==> config.mk <==
export PLATFORM = sky130hd
export DESIGN_NAME = pipeline_hazard_ctrl
export DESIGN_NICKNAME = d
export VERILOG_FILES = /design/src/rtl/pipe_ctrl_pkg.sv /design/src/rtl/load_use_detect.sv /design/src/rtl/pipeline_hazard_ctrl.sv
export SDC_FILE = /design/constraint.sdc
export NUM_CORES = 1
export LEC_CHECK = 0
export ABC_AREA = 1
export CORE_MARGIN = 3
export CORE_UTILIZATION = 39
export CTS_CLUSTER_DIAMETER = 60
export DETAILED_ROUTE_END_ITERATION = 7
export PLACE_DENSITY = 0.77
export SLEW_MARGIN = 40
export SYNTH_ARGS = -nofsm -noshare
export SYNTH_HDL_FRONTEND = slang
export SYNTH_SLANG_ARGS = --single-unit
==> constraint.sdc <==
create_clock -name clk -period 1.8 [get_ports clk]
set_clock_uncertainty 0.2 [all_clocks]
set_input_delay 0.36 -clock clk [delete_from_list [all_inputs] [get_ports clk]]
set_output_delay 0.36 -clock clk [all_outputs]
set_load 0.01 [all_outputs]
==> src/rtl/pipe_ctrl_pkg.sv <==
// Shared definitions for the pipeline hazard controller: RV32I major opcodes,
// controller state encoding and register-usage decode helpers.
package pipe_ctrl_pkg;

  localparam logic [6:0] OP_LOAD   = 7'b0000011;
  localparam logic [6:0] OP_STORE  = 7'b0100011;
  localparam logic [6:0] OP_BRANCH = 7'b1100011;
  localparam logic [6:0] OP_OP     = 7'b0110011;
  localparam logic [6:0] OP_OPIMM  = 7'b0010011;
  localparam logic [6:0] OP_LUI    = 7'b0110111;
  localparam logic [6:0] OP_AUIPC  = 7'b0010111;
  localparam logic [6:0] OP_JAL    = 7'b1101111;
  localparam logic [6:0] OP_JALR   = 7'b1100111;

  typedef enum logic {
    RUN,
    MEM_WAIT
  } ctrl_state_t;

  // Every opcode reads rs1 except the U-type and JAL formats, whose
  // rs1 field is immediate bits.
  function automatic logic uses_rs1(input logic [6:0] op);
    logic r;
    case (op)
      OP_LUI, OP_AUIPC, OP_JAL: r = 1'b0;
      OP_LOAD, OP_STORE, OP_BRANCH, OP_OP, OP_OPIMM, OP_JALR: r = 1'b1;
      default: r = 1'b1;
    endcase
    return r;
  endfunction

  // Only R-type, stores and branches carry a real rs2 field.
  function automatic logic uses_rs2(input logic [6:0] op);
    return (op == OP_OP) || (op == OP_STORE) || (op == OP_BRANCH);
  endfunction

endpackage

==> src/rtl/load_use_detect.sv <==
// Combinational load-use hazard detection between the ID and EX stages.
module load_use_detect
  import pipe_ctrl_pkg::*;
(
  input  logic [31:0] id_inst,
  input  logic [31:0] ex_inst,
  output logic        lu_hazard
);

  logic [6:0] ex_op;
  logic [6:0] id_op;
  logic [4:0] ex_rd;
  logic [4:0] id_rs1;
  logic [4:0] id_rs2;
  logic       unused_bits;

  assign ex_op  = ex_inst[6:0];
  assign ex_rd  = ex_inst[11:7];
  assign id_op  = id_inst[6:0];
  assign id_rs1 = id_inst[19:15];
  assign id_rs2 = id_inst[24:20];

  assign unused_bits = ^{id_inst[31:25], id_inst[14:7], ex_inst[31:12]};

  // A load writing x0 never produces a value, so it never stalls.
  always_comb begin
    lu_hazard = 1'b0;
    if ((ex_op == OP_LOAD) && (ex_rd != 5'd0)) begin
      lu_hazard = ((ex_rd == id_rs1) && uses_rs1(id_op)) ||
                  ((ex_rd == id_rs2) && uses_rs2(id_op));
    end
  end

endmodule

==> src/rtl/pipeline_hazard_ctrl.sv <==
// Central hazard controller: priority mux for pipeline register enables and
// flushes, memory-wait FSM with sticky timeout, and saturating perf counters.
module pipeline_hazard_ctrl
  import pipe_ctrl_pkg::*;
#(
  parameter int unsigned CNT_W    = 16,
  parameter int unsigned MAX_WAIT = 255
) (
  input  logic             clk,
  input  logic             rst,
  input  logic [31:0]      id_inst,
  input  logic [31:0]      ex_inst,
  input  logic             ex_redirect,
  input  logic             mem_req,
  input  logic             mem_ready,
  output logic             pc_write,
  output logic             if_id_write,
  output logic             if_id_flush,
  output logic             id_ex_write,
  output logic             id_ex_flush,
  output logic             ex_mem_write,
  output logic             mem_wb_write,
  output logic [CNT_W-1:0] stall_cnt,
  output logic [CNT_W-1:0] flush_cnt,
  output logic             mem_timeout
);

  localparam int unsigned WAIT_W = $clog2(MAX_WAIT + 1);
  localparam logic [WAIT_W-1:0] WAIT_MAX = WAIT_W'(MAX_WAIT);

  logic              lu_hazard;
  logic              freeze;
  logic              do_flush;
  logic              do_stall;

  ctrl_state_t       state_q, state_d;
  logic [WAIT_W-1:0] wait_cnt_q, wait_cnt_d;
  logic              timeout_q, timeout_d;
  logic [CNT_W-1:0]  stall_q, stall_d;
  logic [CNT_W-1:0]  flush_q, flush_d;

  load_use_detect u_lu (
    .id_inst   (id_inst),
    .ex_inst   (ex_inst),
    .lu_hazard (lu_hazard)
  );

  assign freeze = mem_req & ~mem_ready;

  // Priority mux: reset, freeze, redirect, load-use, normal flow.
  always_comb begin
    pc_write     = 1'b1;
    if_id_write  = 1'b1;
    if_id_flush  = 1'b0;
    id_ex_write  = 1'b1;
    id_ex_flush  = 1'b0;
    ex_mem_write = 1'b1;
    mem_wb_write = 1'b1;
    do_flush     = 1'b0;
    do_stall     = 1'b0;
    if (rst) begin
      do_flush = 1'b0;
    end else if (freeze) begin
      pc_write     = 1'b0;
      if_id_write  = 1'b0;
      id_ex_write  = 1'b0;
      ex_mem_write = 1'b0;
      mem_wb_write = 1'b0;
    end else if (ex_redirect) begin
      if_id_flush = 1'b1;
      id_ex_flush = 1'b1;
      do_flush    = 1'b1;
    end else if (lu_hazard) begin
      pc_write    = 1'b0;
      if_id_write = 1'b0;
      id_ex_flush = 1'b1;
      do_stall    = 1'b1;
    end
  end

  // Memory-wait FSM and next values of the counters.
  always_comb begin
    state_d    = state_q;
    wait_cnt_d = wait_cnt_q;
    timeout_d  = timeout_q;
    stall_d    = stall_q;
    flush_d    = flush_q;
    case (state_q)
      RUN: begin
        if (freeze) begin
          state_d    = MEM_WAIT;
          wait_cnt_d = WAIT_W'(1);
        end
      end
      MEM_WAIT: begin
        if (freeze) begin
          if (wait_cnt_q == WAIT_MAX) begin
            timeout_d = 1'b1;
          end else begin
            wait_cnt_d = wait_cnt_q + WAIT_W'(1);
          end
        end else begin
          state_d    = RUN;
          wait_cnt_d = '0;
        end
      end
      default: begin
        state_d    = RUN;
        wait_cnt_d = '0;
      end
    endcase
    if (do_stall && (stall_q != '1)) stall_d = stall_q + CNT_W'(1);
    if (do_flush && (flush_q != '1)) flush_d = flush_q + CNT_W'(1);
  end

  // State and counter registers with synchronous reset.
  always_ff @(posedge clk) begin
    if (rst) begin
      state_q    <= RUN;
      wait_cnt_q <= '0;
      timeout_q  <= 1'b0;
      stall_q    <= '0;
      flush_q    <= '0;
    end else begin
      state_q    <= state_d;
      wait_cnt_q <= wait_cnt_d;
      timeout_q  <= timeout_d;
      stall_q    <= stall_d;
      flush_q    <= flush_d;
    end
  end

  assign stall_cnt   = stall_q;
  assign flush_cnt   = flush_q;
  assign mem_timeout = timeout_q;

endmodule
== Word-level counts from Yosys, hierarchy flattened ==
Index checks and enable logic that the tools add are counted.

* Flip-flop bits (word level): 42
* Latch bits: 0
* RAM bits: 0
* Memory bits (read-only): 0
* Word-level logic and storage cells: 61
* Memories: 0

* Add/subtract/negate cells: 3
* Multiply operators: 0
* Div/mod/pow operators: 0
* Magnitude comparators: 0
* Eq/ne operators: 14
* Shifts and indexed selects: 0
* Mux-type cells: 24
* Bitwise logic cells: 3
* Reductions and logical operators: 12

{| class="wikitable"
|+ Operator list
! operator !! number
|-
| 16-bit by 1-bit adder with 16-bit output (second input constant) || 2
|-
| 16-bit != test (second input constant) || 2
|-
| 8-bit two-way mux || 3
|-
| 7-bit by 6-bit equality test with 1-bit output (second input constant) || 3
|-
| 1-bit two-way mux || 20
|-
| 8-bit case mux with 2 select lines || 1
|-
| 7-bit equality test (second input constant) || 2
|-
| 5-bit equality test || 2
|-
| 8-bit by 1-bit adder with 8-bit output (second input constant) || 1
|-
| 8-bit equality test (second input constant) || 1
|-
| 7-bit by 2-bit equality test with 1-bit output (second input constant) || 1
|-
| 7-bit by 5-bit equality test with 1-bit output (second input constant) || 1
|-
| 1-bit logical AND || 5
|-
| 5-bit nonzero test || 1
|-
| 1-bit logical OR || 3
|-
| 3-bit != test (second input constant) || 1
|-
| 3-bit AND reduction || 1
|-
| 3-bit OR reduction || 1
|-
| 2-bit != test (second input constant) || 1
|-
| 1-bit NOT || 2
|-
| 2-bit AND reduction || 1
|-
| 1-bit AND || 1
|}

== Logic depth before layout (Yosys ltp) ==
Gate-level depths: netlist (run 1).

* Depth after elaboration: 12
* Mapped depth: 13
* Gate-level depth less buffers: 13

== By module ==
From an unflattened synthesis (run 1), not the netlist that was laid out.

* Cells, all modules: 431
* Area, all modules: 2698.8 µm²

{| class="wikitable"
|+ Modules (own cells, without submodules)
! module !! times used !! cells an instance !! area each (µm²) !! sequential area each (µm²)
|-
| pipeline_hazard_ctrl || 1 || 378 || 2448.6 || 840.8
|-
| load_use_detect || 1 || 53 || 250.2 || 0.0
|}

== Least setup slack after synthesis (run 1) ==
No wires, ideal clock.

* Kind: flip-flop to flip-flop
* From: reg stall_q[0], in the netlist stall_cnt[0]
* To: reg stall_q[8], in the netlist stall_cnt[8]
* Arrival time: 1480 ps
* Path slack: 7 ps
* Stages on the path, launching flop included: 11
* Buffers on the path: 0
* Period minus slack after synthesis: 1793 ps
* Path through: dfxtp_1 > ha_1 > nand2_1 > nor2_1 > nand2_1 > inv_2 > nand4_2 > nand2_1 > nor2_1 > a21oi_2 > nor2_2

* Longest elaborated chain between the ends: 2

{| class="wikitable"
|+ Ends and longest elaborated chain
! item !! line !! RTL
|-
| from (decl) || pipeline_hazard_ctrl.sv:39 || <nowiki>logic [CNT_W-1:0] stall_q, stall_d;</nowiki>
|-
| from (signal assigned) || pipeline_hazard_ctrl.sv:128 || <nowiki>stall_q <= stall_d;</nowiki>
|-
| parallel branches: the longest is 2 deep, another holds 16-bit by 1-bit adder with 16-bit output || - ||
|}

Parallel ways; which one is timed is not known.
A chain may end at the register's enable or synchronous reset.

== Worst setup path after layout (run 1) ==
* From: in id_inst[3]
* To: out id_ex_flush

* Longest elaborated chain between the ends: 11

{| class="wikitable"
|+ Ends and longest elaborated chain
! item !! line !! RTL
|-
| from (decl) || pipeline_hazard_ctrl.sv:11 || <nowiki>input logic [31:0] id_inst,</nowiki>
|-
| 7-bit by 6-bit equality test with 1-bit output, or another cell as far along || pipe_ctrl_pkg.sv:24 || <nowiki>case (op)</nowiki>
|-
| 3-bit OR reduction || pipe_ctrl_pkg.sv:24 ||
|-
| 1-bit two-way mux || pipe_ctrl_pkg.sv:24 ||
|-
| 1-bit two-way mux || load_use_detect.sv:28 || <nowiki>if ((ex_op == OP_LOAD) && (ex_rd != 5'd0)) begin</nowiki>
|-
| 1-bit logical AND || load_use_detect.sv:29 || <nowiki>lu_hazard = ((ex_rd == id_rs1) && uses_rs1(id_op)) ||</nowiki>
|-
| 1-bit logical OR * || load_use_detect.sv:29 ||
|-
| 1-bit two-way mux * || load_use_detect.sv:28 ||
|-
| 1-bit two-way mux * || pipeline_hazard_ctrl.sv:73 || <nowiki>end else if (lu_hazard) begin</nowiki>
|-
| 1-bit two-way mux * || pipeline_hazard_ctrl.sv:69 || <nowiki>end else if (ex_redirect) begin</nowiki>
|-
| 1-bit two-way mux * || pipeline_hazard_ctrl.sv:63 || <nowiki>end else if (freeze) begin</nowiki>
|-
| 1-bit two-way mux * || pipeline_hazard_ctrl.sv:61 || <nowiki>if (rst) begin</nowiki>
|-
| to (decl) || pipeline_hazard_ctrl.sv:20 || <nowiki>output logic id_ex_flush,</nowiki>
|}

Mark *: on every way between the ends. The rest lies on a longest branch, timed or not. The select of a mux whose other input is x is not followed.

==> impl_metrics.toml, run 1 <==
[status]
result_of_the_run = "finished with violations"
violations = "negative setup slack"

[global_route]
gr-total-overflow = 0
grt_util_all_layers = 0.2131
antenna_found_initial = 0
pin_count_of_the_biggest_net_entering_global_routing = 27
grt_first_pass_wirelength_um = 13340
first_global_vias = 3024

[sta]
timing.fmax_mhz = 526.1
setup_violations = 4
slew-limit-headroom = 0.7977
setup_slack_ns = -0.1010
rsz0062_at_grt = "yes"
layout_min_cycle_time_ns = 1.901
hold_violations = 0
timing_max_transition_violations_final = 0
worstMarginPinSlew_ns = 0.3031
min_period_over_period = 1.056

[worst_setup_path]
crit_required_ns = 1.24
worst_ep_arrival_time_ns = 1.34
worstSetupPathType = "input port to primary output"
sort_of_element_at_the_end_of_the_critical_path = "primary output"
critical_path.startpoint_type = "input port"
critPathMaxFanout = 3

[yosys]
synthMostInstantiatedCell = "sky130_fd_sc_hd__nand2_1"
synth_largest_area_cell = "sky130_fd_sc_hd__dfxtp_1"
synth_common_cells = "83 x sky130_fd_sc_hd__nand2_1, 55 x sky130_fd_sc_hd__nor2_1, 45 x sky130_fd_sc_hd__inv_1"
sequential_cell_area_fraction_in_the_yosys_report = 0.3234
postSynthAreaPerCell_um2 = 6.842
top_reg_cell_synth = "sky130_fd_sc_hd__dfxtp_1"
synth_area_leaders = "sky130_fd_sc_hd__dfxtp_1 32%, sky130_fd_sc_hd__nand2_1 12%, sky130_fd_sc_hd__nor2_1 7.9%"
synth_cell_types = 31
mapped_cell_area_um2 = 2600
syn-num-nets = 452
synth-async-reset-ratio = 0
flip_flop_and_latch_count_after_synthesis = 42
synthesis.instances = 380
proportion_of_netlist_area_held_by_the_largest_area_contributor = 0.3234
synth-warning-count = 0
synth_enable_flop_cells = 0

[routing]
routed_wirelength_um = 9122
vias = 3192
detail_route.drc_violations = 0
drt_first_iter_violations = 191
drtPass1Iterations = 5
viasPerCell = 5.338
detail_route.wl_per_cell_um = 15.25
drt.antenna.violating_nets = 0

[place]
numPortBuffers = 73
detailed_place_hpwl_um = 5484
final_wtd_congestion = 0.8607
numPlacedInstances = 565

[floorplanning]
die_h_um = 87.65
io_pins = 109
row_count = 29
coreArea_um2 = 6422
die_width_um = 87.65
fp.dieArea_um2 = 7683
floorplan.initialDensity = 0.4048

[power_and_ir_drop]
max-vdd-ir-drop_uv = 300.5
power-per-cell-area_nw_per_um2 = 487.1
p_leak_uw = 0.002214

[cells_and_area]
utilization = 0.6939
final-seq-area_um2 = 883.3
multi_input_comb_area_um2 = 1891
number_of_diodes = 0
nets = 592
area.growth.synth_to_final_pct = 71.41
final_cell_count_no_fill = 598
drive_gt1_frac = 0.4894
fill_cells = 490

[clock_tree]
cts-root-to-sink-buffers = 2
clock_latency_ns = 0.31
ctsHtreeMaxLevel = 2
cts.sink_count = 42
clkSlewWorstSetupHoldPaths_ns = 0.08
cts_hold_buf = 0
clock-root-buffer = "sky130_fd_sc_hd__clkbuf_8"
cts_made_buffers = 5
cts_tree = "built"

[min_path]
hold_path.class = "input port to register"

[job]
max_cap_viol_count = 0
## metrics by stage
stage          hold slack (ns)  cell area (um2)  setup TNS, ns  setup slack, ns  power, uW
2_1_floorplan           0.2231             2600              0         0.006682       1066
3_3_place_gp            0.2352             3712         -24.04          -0.8406       1219
3_5_place_dp            0.2602             3712         -25.42          -0.8556       1224
4_1_cts                 0.2714             4070        -0.2125         -0.07761       2141
5_1_grt                 0.1834             4457         -1.330          -0.1623       2231
6_report                0.1736             4457        -0.3477          -0.1010       2171
## routing by layer
layer	share of wire	GRT usage
met2	0.53	0.3897
met5	0	0
met4	0.034	0.07531
met1	0.37	0.2464
met3	0.065	0.03951
## registers in the layout, summed over array words and instances (netlist names)
| register | flops |
|---|---|
| wait_cnt_q | 8 |
| stall_cnt | 16 |
| mem_timeout | 1 |
| flush_cnt | 16 |
| state_q | 1 |
## cells in the final DEF, fill, tap and decap left out, types with 7 or more instances in the layout
master | Yosys | routed
sky130_fd_sc_hd__a21oi_1 | 21 | 13
sky130_fd_sc_hd__a21oi_2 | 12 | 19
sky130_fd_sc_hd__buf_2 | 1 | 12
sky130_fd_sc_hd__buf_4 | 3 | 56
sky130_fd_sc_hd__buf_6 | 0 | 26
sky130_fd_sc_hd__dfxtp_1 | 42 | 14
sky130_fd_sc_hd__dfxtp_2 | 0 | 25
sky130_fd_sc_hd__dlygate4sd2_1 | 0 | 25
sky130_fd_sc_hd__dlymetal6s2s_1 | 0 | 9
sky130_fd_sc_hd__inv_1 | 45 | 36
sky130_fd_sc_hd__inv_2 | 6 | 14
sky130_fd_sc_hd__nand2_1 | 83 | 64
sky130_fd_sc_hd__nand2_2 | 3 | 17
sky130_fd_sc_hd__nand3_1 | 31 | 20
sky130_fd_sc_hd__nand3_2 | 2 | 12
sky130_fd_sc_hd__nand4_1 | 8 | 8
sky130_fd_sc_hd__nor2_1 | 55 | 41
sky130_fd_sc_hd__nor2_2 | 6 | 14
sky130_fd_sc_hd__nor2_4 | 5 | 11
sky130_fd_sc_hd__nor3_1 | 9 | 9
sky130_fd_sc_hd__xnor2_2 | 0 | 8
sky130_fd_sc_hd__xor2_1 | 7 | 7
## cell type report
cell class	instances	share of cell area
repair buffers	140	0.2816
inverters	51	0.04351
well taps	77	0.02162
clock buffers	5	0.01544
clock inverters	3	0.01544
multi-input cells	280	0.4242
flip-flops and latches	42	0.1982
## final timing paths
check	start	endpoint	slack, ns	cells past startpoint
setup reg to reg	wait_cnt_q[0]	wait_cnt_q[6]	-0.09	12
hold reg to reg	flush_cnt[11]	flush_cnt[11]	0.27	1
hold / removal	rst	state_q	0.17	2
setup / recovery	id_inst[3]	id_ex_flush	-0.10	13
## where the power goes
| group | switching (uW) | internal (uW) | total, uW |
|---|---|---|---|
| registers | 6.93 | 930 | 937 |
| clock network | 374 | 556 | 930 |
| logic | 145 | 159 | 304 |
| total | 526 | 1640 | 2170 |
## worst max-delay path, stage by stage
cell and delay (ns):
sky130_fd_sc_hd__buf_6 0.10, sky130_fd_sc_hd__inv_2 0.03, sky130_fd_sc_hd__nand2_1 0.04, sky130_fd_sc_hd__nand2_1 0.06, sky130_fd_sc_hd__nand2_1 0.05, sky130_fd_sc_hd__nor2_1 0.11, sky130_fd_sc_hd__nor2_1 0.07, sky130_fd_sc_hd__nand2_1 0.07
sky130_fd_sc_hd__nand2_2 0.07, sky130_fd_sc_hd__buf_6 0.12, sky130_fd_sc_hd__nand3_4 0.08, sky130_fd_sc_hd__nand2_2 0.06, sky130_fd_sc_hd__buf_6 0.12
## cell families after synthesis
logic type,Yosys count,share of synthesized area
and+or+nand+nor,212,0.3946
buffers and inverters,58,0.09480
AOI/OAI and AO/OA,47,0.1121
DFF,42,0.3234
xor gates and xnor gates,18,0.06063
adders and majority gates,3,0.01444
## what timing repair did
item / in CTS / in global routing
setup buffers: 17 / 7
endpoints found under the setup margin: 76 / 57
cloned: 0 / 1
gates resized for setup: 228 / 99
pin swaps: 50 / 39
No activity file was read; power rests on OpenSTA's default activity.
==> inputs of run 2 (changes only) <==
- GPL_TIMING_DRIVEN: default -> 0
==> impl_metrics.toml, run 2 (same netlist as run 1, synthesis figures left out) <==
[sta]
timing.fmax_mhz = 502.9
holdWs_ns = 0.2474
min_period_over_period = 1.105
timing_max_transition_violations_final = 0
setup_slack_ns = -0.1884
rsz0062_at_grt = "yes"
setup_violations = 8
layout_min_cycle_time_ns = 1.988
hold_violations = 0
worstMarginPinSlew_ns = 0.5528
slew-limit-headroom = 0.6315

[clock_tree]
cts-root-to-sink-buffers = 2
ctsHtreeMaxLevel = 2
clkSlewWorstSetupHoldPaths_ns = 0.08
clock-root-buffer = "sky130_fd_sc_hd__clkbuf_8"
cts_made_buffers = 5
clock_latency_ns = 0.30
cts.sink_count = 42
cts_tree = "built"
cts_hold_buf = 0

[global_route]
antenna_found_initial = 0
grt_first_pass_wirelength_um = 12510
grt_util_all_layers = 0.2009
gr-total-overflow = 0
pin_count_of_the_biggest_net_entering_global_routing = 13
first_global_vias = 2843

[power_and_ir_drop]
p_leak_uw = 0.002135
power-per-cell-area_nw_per_um2 = 446.1
max-vdd-ir-drop_uv = 337.8

[worst_setup_path]
worstSetupPathType = "input port to primary output"
crit_required_ns = 1.24
sort_of_element_at_the_end_of_the_critical_path = "primary output"
critPathMaxFanout = 3
worst_ep_arrival_time_ns = 1.43
critical_path.startpoint_type = "input port"

[routing]
detail_route.wl_per_cell_um = 14.44
routed_wirelength_um = 8435
drt.antenna.violating_nets = 0
viasPerCell = 5.077
vias = 2965
drt_first_iter_violations = 130
detail_route.drc_violations = 0
drtPass1Iterations = 4

[cells_and_area]
nets = 578
number_of_diodes = 0
most-common-layout-cells = "64 x sky130_fd_sc_hd__nand2_1, 40 x sky130_fd_sc_hd__nor2_1, 40 x sky130_fd_sc_hd__buf_4, 35 x sky130_fd_sc_hd__inv_1, 25 x sky130_fd_sc_hd__dfxtp_2"
final_cell_count_no_fill = 584
drive_gt1_frac = 0.4714
fill_cells = 513
area.growth.synth_to_final_pct = 64.97
commonest_non_fill_non_tap_cell_in_the_layout = "sky130_fd_sc_hd__nand2_1"

[place]
numPlacedInstances = 530
final_wtd_congestion = 0.8467
numPortBuffers = 73
detailed_place_hpwl_um = 4998
placement_setup_slack_ns = -1.027

[min_path]
hold_path.class = "register to register"

[status]
result_of_the_run = "finished with violations"
violations = "negative setup slack"

[floorplanning]
die_width_um = 87.65
row_count = 29
coreArea_um2 = 6422
die_h_um = 87.65
floorplan.initialDensity = 0.4048
fp.dieArea_um2 = 7683
io_pins = 109

[job]
max_cap_viol_count = 0
## run 2: repair_timing
action	CTS	global route
endpoints found under the hold margin	0	0
gates cloned	0	3
resized for setup	198	111
endpoints found under the setup margin	74	61
setup buffers	30	14
pin swaps	48	42
## run 2: path summary, 6_finish.rpt
| kind | startpoint | to | slack (ns) | cells after the start |
|---|---|---|---|---|
| max | ex_inst[8] | pc_write | -0.19 | 11 |
| min | wait_cnt_q[4] | wait_cnt_q[4] | 0.25 | 2 |
| max reg2reg | stall_cnt[0] | stall_cnt[15] | 0 | 10 |
| min reg2reg | wait_cnt_q[4] | wait_cnt_q[4] | 0.25 | 2 |
## run 2: metrics by stage
stage / TNS, ns / utilization / total power [uW] / instance area (um2)
4_1_cts: -0.3612 / 0.5903 / 1892 / 3791
6_report: -0.5352 / 0.6678 / 1913 / 4289
3_3_place_gp: -21.06 / 0.5336 / 1189 / 3427
3_5_place_dp: -22.15 / 0.5336 / 1193 / 3427
2_1_floorplan: 0 / - / 1066 / 2600
5_1_grt: -1.790 / 0.6678 / 1995 / 4289
## run 2: area by class of cell
class | instances | area (um2) | area share
inverter | 51 | 198.9 | 0.04638
clock buffer | 8 | 110.1 | 0.02567
tap | 77 | 96.34 | 0.02246
sequential | 42 | 894.6 | 0.2086
timing repair buffer | 117 | 1040 | 0.2424
buffer | 7 | 58.81 | 0.01371
multi-input combinational | 282 | 1891 | 0.4408
## run 2: critical path, cell delays in order
cell and delay, ns:
sky130_fd_sc_hd__buf_4 0.13, sky130_fd_sc_hd__xnor2_1 0.15, sky130_fd_sc_hd__nand2_1 0.09, sky130_fd_sc_hd__nor2_1 0.11, sky130_fd_sc_hd__nand2_1 0.07, sky130_fd_sc_hd__nand2_2 0.11
sky130_fd_sc_hd__nand3_4 0.10, sky130_fd_sc_hd__nand2_2 0.07, sky130_fd_sc_hd__inv_2 0.04, sky130_fd_sc_hd__buf_6 0.10, sky130_fd_sc_hd__buf_6 0.11
## run 2: metal layers
metal  GRT usage  vias up  wire length, um
met5           0        -                0
met4     0.05997        0              165
met3     0.04327       18              463
met2      0.3589      107             4380
met1      0.2400     1359             3426
li1            -     1481                -
## run 2: where the power goes
group	switching [uW]	internal, uW
clock	325	387
sequential	9.60	927
combinational	133	131
total	468	1450
==> inputs of run 3 (changes only) <==
- CORE_MARGIN: 3 -> default
- PLACE_DENSITY: 0.77 -> 0.83
==> impl_metrics.toml, run 3 (same netlist as run 1, synthesis figures left out) <==
[status]
result_of_the_run = "finished with violations"
violations = "negative setup slack"

[floorplanning]
io_pins = 109
row_count = 29
die_h_um = 83.65
die_width_um = 83.65
coreArea_um2 = 6386
floorplan.initialDensity = 0.4071
fp.dieArea_um2 = 6997

[sta]
timing_max_transition_violations_final = 0
slew-limit-headroom = 0.6341
timing.setup.tns_ns = -0.8203
setup_slack_ns = -0.1931
worstMarginPinSlew_ns = 0.5488
rsz0062_at_grt = "yes"
min_period_over_period = 1.107
layout_min_cycle_time_ns = 1.993
setup_violations = 14
hold_violations = 0
timing.fmax_mhz = 501.7

[global_route]
first_global_vias = 2916
gr-total-overflow = 0
pin_count_of_the_biggest_net_entering_global_routing = 14
grt_util_all_layers = 0.2174
antenna_found_initial = 0
grt_first_pass_wirelength_um = 12500

[worst_setup_path]
r2r_cells = 11
sort_of_element_at_the_end_of_the_critical_path = "primary output"
critPathCapture = "pc_write"
regToRegEndpoint = "wait_cnt_q[5]"
critical_path.reg2reg.startpoint = "wait_cnt_q[1]"
worstSetupPathType = "input port to primary output"
critical_path.startpoint_type = "input port"
crit_required_ns = 1.24
regToRegSetupSlack_ns = -0.01
cp-startpoint = "ex_inst[8]"
critPathMaxFanout = 3
worst_ep_arrival_time_ns = 1.43

[power_and_ir_drop]
power-per-cell-area_nw_per_um2 = 514.2
max-vdd-ir-drop_uv = 468.7
totalPowerFinal_uw = 2141
p_leak_uw = 0.002129

[routing]
detail_route.drc_violations = 0
drtPass1Iterations = 4
drt_first_iter_violations = 201
detail_route.wl_per_cell_um = 15.67
vias = 3100
drt.antenna.violating_nets = 0
routed_wirelength_um = 9010
viasPerCell = 5.391

[clock_tree]
cts_hold_buf = 0
clock-root-buffer = "sky130_fd_sc_hd__clkbuf_8"
cts_tree = "built"
clkSlewWorstSetupHoldPaths_ns = 0.08
ctsHtreeMaxLevel = 2
cts_made_buffers = 5
clock_latency_ns = 0.31
cts.sink_count = 42
cts-root-to-sink-buffers = 2

[cells_and_area]
area.growth.synth_to_final_pct = 60.15
multi_input_comb_area_um2 = 1847
commonest_non_fill_non_tap_cell_in_the_layout = "sky130_fd_sc_hd__nand2_1"
final-seq-area_um2 = 898.4
drive_gt1_frac = 0.4277
nets = 569
number_of_diodes = 0
utilization = 0.6520
fill_cells = 489
most-common-layout-cells = "70 x sky130_fd_sc_hd__nand2_1, 44 x sky130_fd_sc_hd__nor2_1, 35 x sky130_fd_sc_hd__inv_1, 30 x sky130_fd_sc_hd__buf_4, 25 x sky130_fd_sc_hd__nand3_1"

[place]
numPortBuffers = 73
detailed_place_hpwl_um = 4970
final_wtd_congestion = 0.8865

[job]
max_cap_viol_count = 0

[min_path]
worst_hold_path.num_cells = 2
hold_path.class = "register to register"
==> run 3: metal layers <==
layer,up-vias,part of all wire,track usage
li1,1460,-,-
met1,1444,0.38,0.2413
met2,150,0.51,0.3962
met3,46,0.065,0.04451
met4,0,0.041,0.09861
met5,-,0,0
==> run 3: through the flow <==
step | worst slack (ns) | area, um2 | std cells | hold WS, ns
after floorplan | 0.006682 | 2600 | 380 | 0.2231
after global placement | -1.019 | 3427 | 530 | 0.2323
after detailed placement | -1.048 | 3427 | 530 | 0.2420
after CTS | -0.1856 | 3777 | 562 | 0.2569
after global routing | -0.2705 | 4164 | 575 | 0.2682
final | -0.1931 | 4164 | 575 | 0.2555
==> run 3: worst min-delay path by stage <==
stage	from	endpoint	slack [ns]
after detailed placement	wait_cnt_q[4]	wait_cnt_q[4]	0.24
after global placement	wait_cnt_q[4]	wait_cnt_q[4]	0.23
final	wait_cnt_q[4]	wait_cnt_q[4]	0.26
after global routing	wait_cnt_q[4]	wait_cnt_q[4]	0.27
after floorplan	wait_cnt_q[4]	wait_cnt_q[4]	0.22
after CTS	wait_cnt_q[4]	wait_cnt_q[4]	0.26
==> run 3: area by class of cell <==
cell class,instances,share of cell area
multi-input combinational,283,0.4435
timing repair buffer,107,0.2215
sequential,42,0.2157
inverter,51,0.04778
tap,77,0.02314
clock buffer,6,0.01983
clock inverter,2,0.01442
buffer,7,0.01412
==> run 3: timing repair <==
action	in CTS	in global routing
pin swaps	45	38
setup buffers	23	11
endpoints found under the setup margin	73	61
gates cloned	1	3
resized for setup	208	89
==> run 3: where the power goes <==
group / switching [uW] / leakage, uW / internal (uW)
logic: 139 / 0.00170 / 129
registers: 9.03 / 0.000356 / 924
clock network: 348 / 0.0000714 / 592
==> run 3: worst max-delay path: stages <==
cell	delay, ns
sky130_fd_sc_hd__buf_2	0.13
sky130_fd_sc_hd__xnor2_1	0.14
sky130_fd_sc_hd__nand2_1	0.08
sky130_fd_sc_hd__nor2_1	0.13
sky130_fd_sc_hd__nand2_1	0.08
sky130_fd_sc_hd__nand2_2	0.10
sky130_fd_sc_hd__nand3_4	0.09
sky130_fd_sc_hd__nand2_2	0.07
sky130_fd_sc_hd__inv_2	0.04
sky130_fd_sc_hd__buf_6	0.10
sky130_fd_sc_hd__buf_6	0.11
==> patch (settings of run 2) <==
`MAX_WAIT`: 255 -> 510.
--- a/src/rtl/pipeline_hazard_ctrl.sv
+++ b/src/rtl/pipeline_hazard_ctrl.sv
@@ -4,7 +4,7 @@
   import pipe_ctrl_pkg::*;
 #(
   parameter int unsigned CNT_W    = 16,
-  parameter int unsigned MAX_WAIT = 255
+  parameter int unsigned MAX_WAIT = 510
 ) (
   input  logic             clk,
   input  logic             rst,
Check against the original RTL: same outputs for any inputs over 10 cycles, from zero or initial values and one cycle with rst high; that may be too few to reach the edited logic, so the function may still have changed.
==> patch against run 2 <==
The flow still finishes with violations (negative setup slack); worst hold slack got worse by 150 ps; worst setup slack better by 35 ps; global-route usage is 1.8 points lower; routed wire length fell by 3.8%; total power up 5.5%; sequential cell count rose by 1; sequential power grew 2.5%; design area decreased by 5.5%; synthesized cell count up 5.0%; clock power up 11%; area after synthesis fell by 0.14%; critical path depth decreased by 4; largest cell class unchanged.
==> patch: results (changes against run 2) <==
metric,value,unit,change
post-place-ws,-1078,ps,-51.30 ps
yosysUniqueCellTypes,33,,+6.5%
cpMaxStageDelayCell,dlygate4sd2_1,,
gr-usage-met1,0.2165,,-0.02356
ys_seq_area_frac,0.3316,,+0.008178
violations,negative setup slack,,
synth.area.top_cells,"dfxtp_1 33%, nand2_1 12%, nor2_1 11%",,
met2_usage,0.3219,,-0.03699
grt_max_degree,14,,+1
met2_length,4191,um,-4.3%
io_buffers,72,,-1.4%
p_leak,1.992,nW,-6.7%
ir_worst_vdd,0.3646,mV,+8.0%
status,"finished, violations left",,
pg_comb,271,uW,+3%
syn_nets,472,,+4.4%
worst_ep_arrival_time,1390,ps,-40 ps
ctsLongestPathBuffers,2,,unchanged
synth_commonest_cells,"81 x nand2_1, 76 x nor2_1, 50 x inv_1",,
fin_cells,583,,-0.17%
setup_violations,7,,-1
path_max_fanout,4,,+1
met3WireLength,539,um,+16%
clkPwrFrac,0.390,,+0.018
synth_cells,399,,+5.0%
p_switching,486.1,uW,+3.8%
grt_usage,0.1830,,-0.01785
wl,8112,um,-3.8%
tns,-396.8,ps,+138.3 ps
dpl.hpwl,5039,um,+0.81%
drt_iter0_markers,195,,+50%
drive_gt1_frac,0.3458,,-0.1256
switching_share,0.2408,,-0.003888
fillerInstances,541,,+5.5%
multi_input_comb_area,0.001727,mm2,-8.7%
met3_usage,0.04986,,+0.006585
wl_met1,3139,um,-8.4%
critPathMaxStageDelay,360,ps,+210 ps
layout_setup_ws,-153.6,ps,+34.76 ps
cp_top_family,buffers and inverters,,
vias,2984,,+0.64%
tightest_slew,524.7,ps,-28.07 ps
dp_cells,548,,+3.4%
## patch: cell count changes in the layout (fill, tap and decap cells not counted), sizes merged, moves of 2 or more
cell           before  now
xor2                7    3
clkdlybuf4s50       4    2
nor3b               0    4
nand3b              0    2
xnor2              11    7
a21oi              33   29
nor2               68   86
nor3               14    9
clkbuf             13   10
o21ai              11   15
buf                77   61
inv                51   57
## patch: cells by family (layout without fill, tap and decap cells)
logic type	Yosys count	in the layout	share of synthesized area
AO/OA/AOI/OAI	46	46	0.09157
adder cells (fa/ha/maj)	4	4	0.01928
buffers and inverters	65	171	0.1065
flip-flops	43	43	0.3316
AND/OR/NAND/NOR	231	232	0.4173
XOR/XNOR	10	10	0.03374
## patch: cell type report
type	count	share of cell area
inverter	57	0.05526
buffer	8	0.01575
multi-input combinational	292	0.4261
sequential	43	0.2226
timing repair buffer	98	0.2275
clock inverter	2	0.008645
tap	77	0.02377
clock buffer	6	0.02038
## patch: path summary, 6_finish.rpt
| kind | startpoint | cells after the start | slack [ps] | to |
|---|---|---|---|---|
| min | rst | 2 | 100 | flush_cnt[7]$_SDFFE_PP0P_ |
| min reg2reg | flush_cnt[4]$_SDFFE_PP0P_ | 2 | 280 | flush_cnt[4]$_SDFFE_PP0P_ |
| max | ex_redirect | 7 | -150 | pc_write |
| max reg2reg | wait_cnt_q[0]$_SDFFE_PP0P_ | 9 | -50 | wait_cnt_q[3]$_SDFFE_PP0P_ |
## patch: timing repair
action | 4_1_cts | 5_1_grt
setup buffers | 10 | 15
resized for setup | 200 | 85
pin swaps | 39 | 25
gates cloned | 0 | 2
endpoints found under the setup margin | 62 | 60
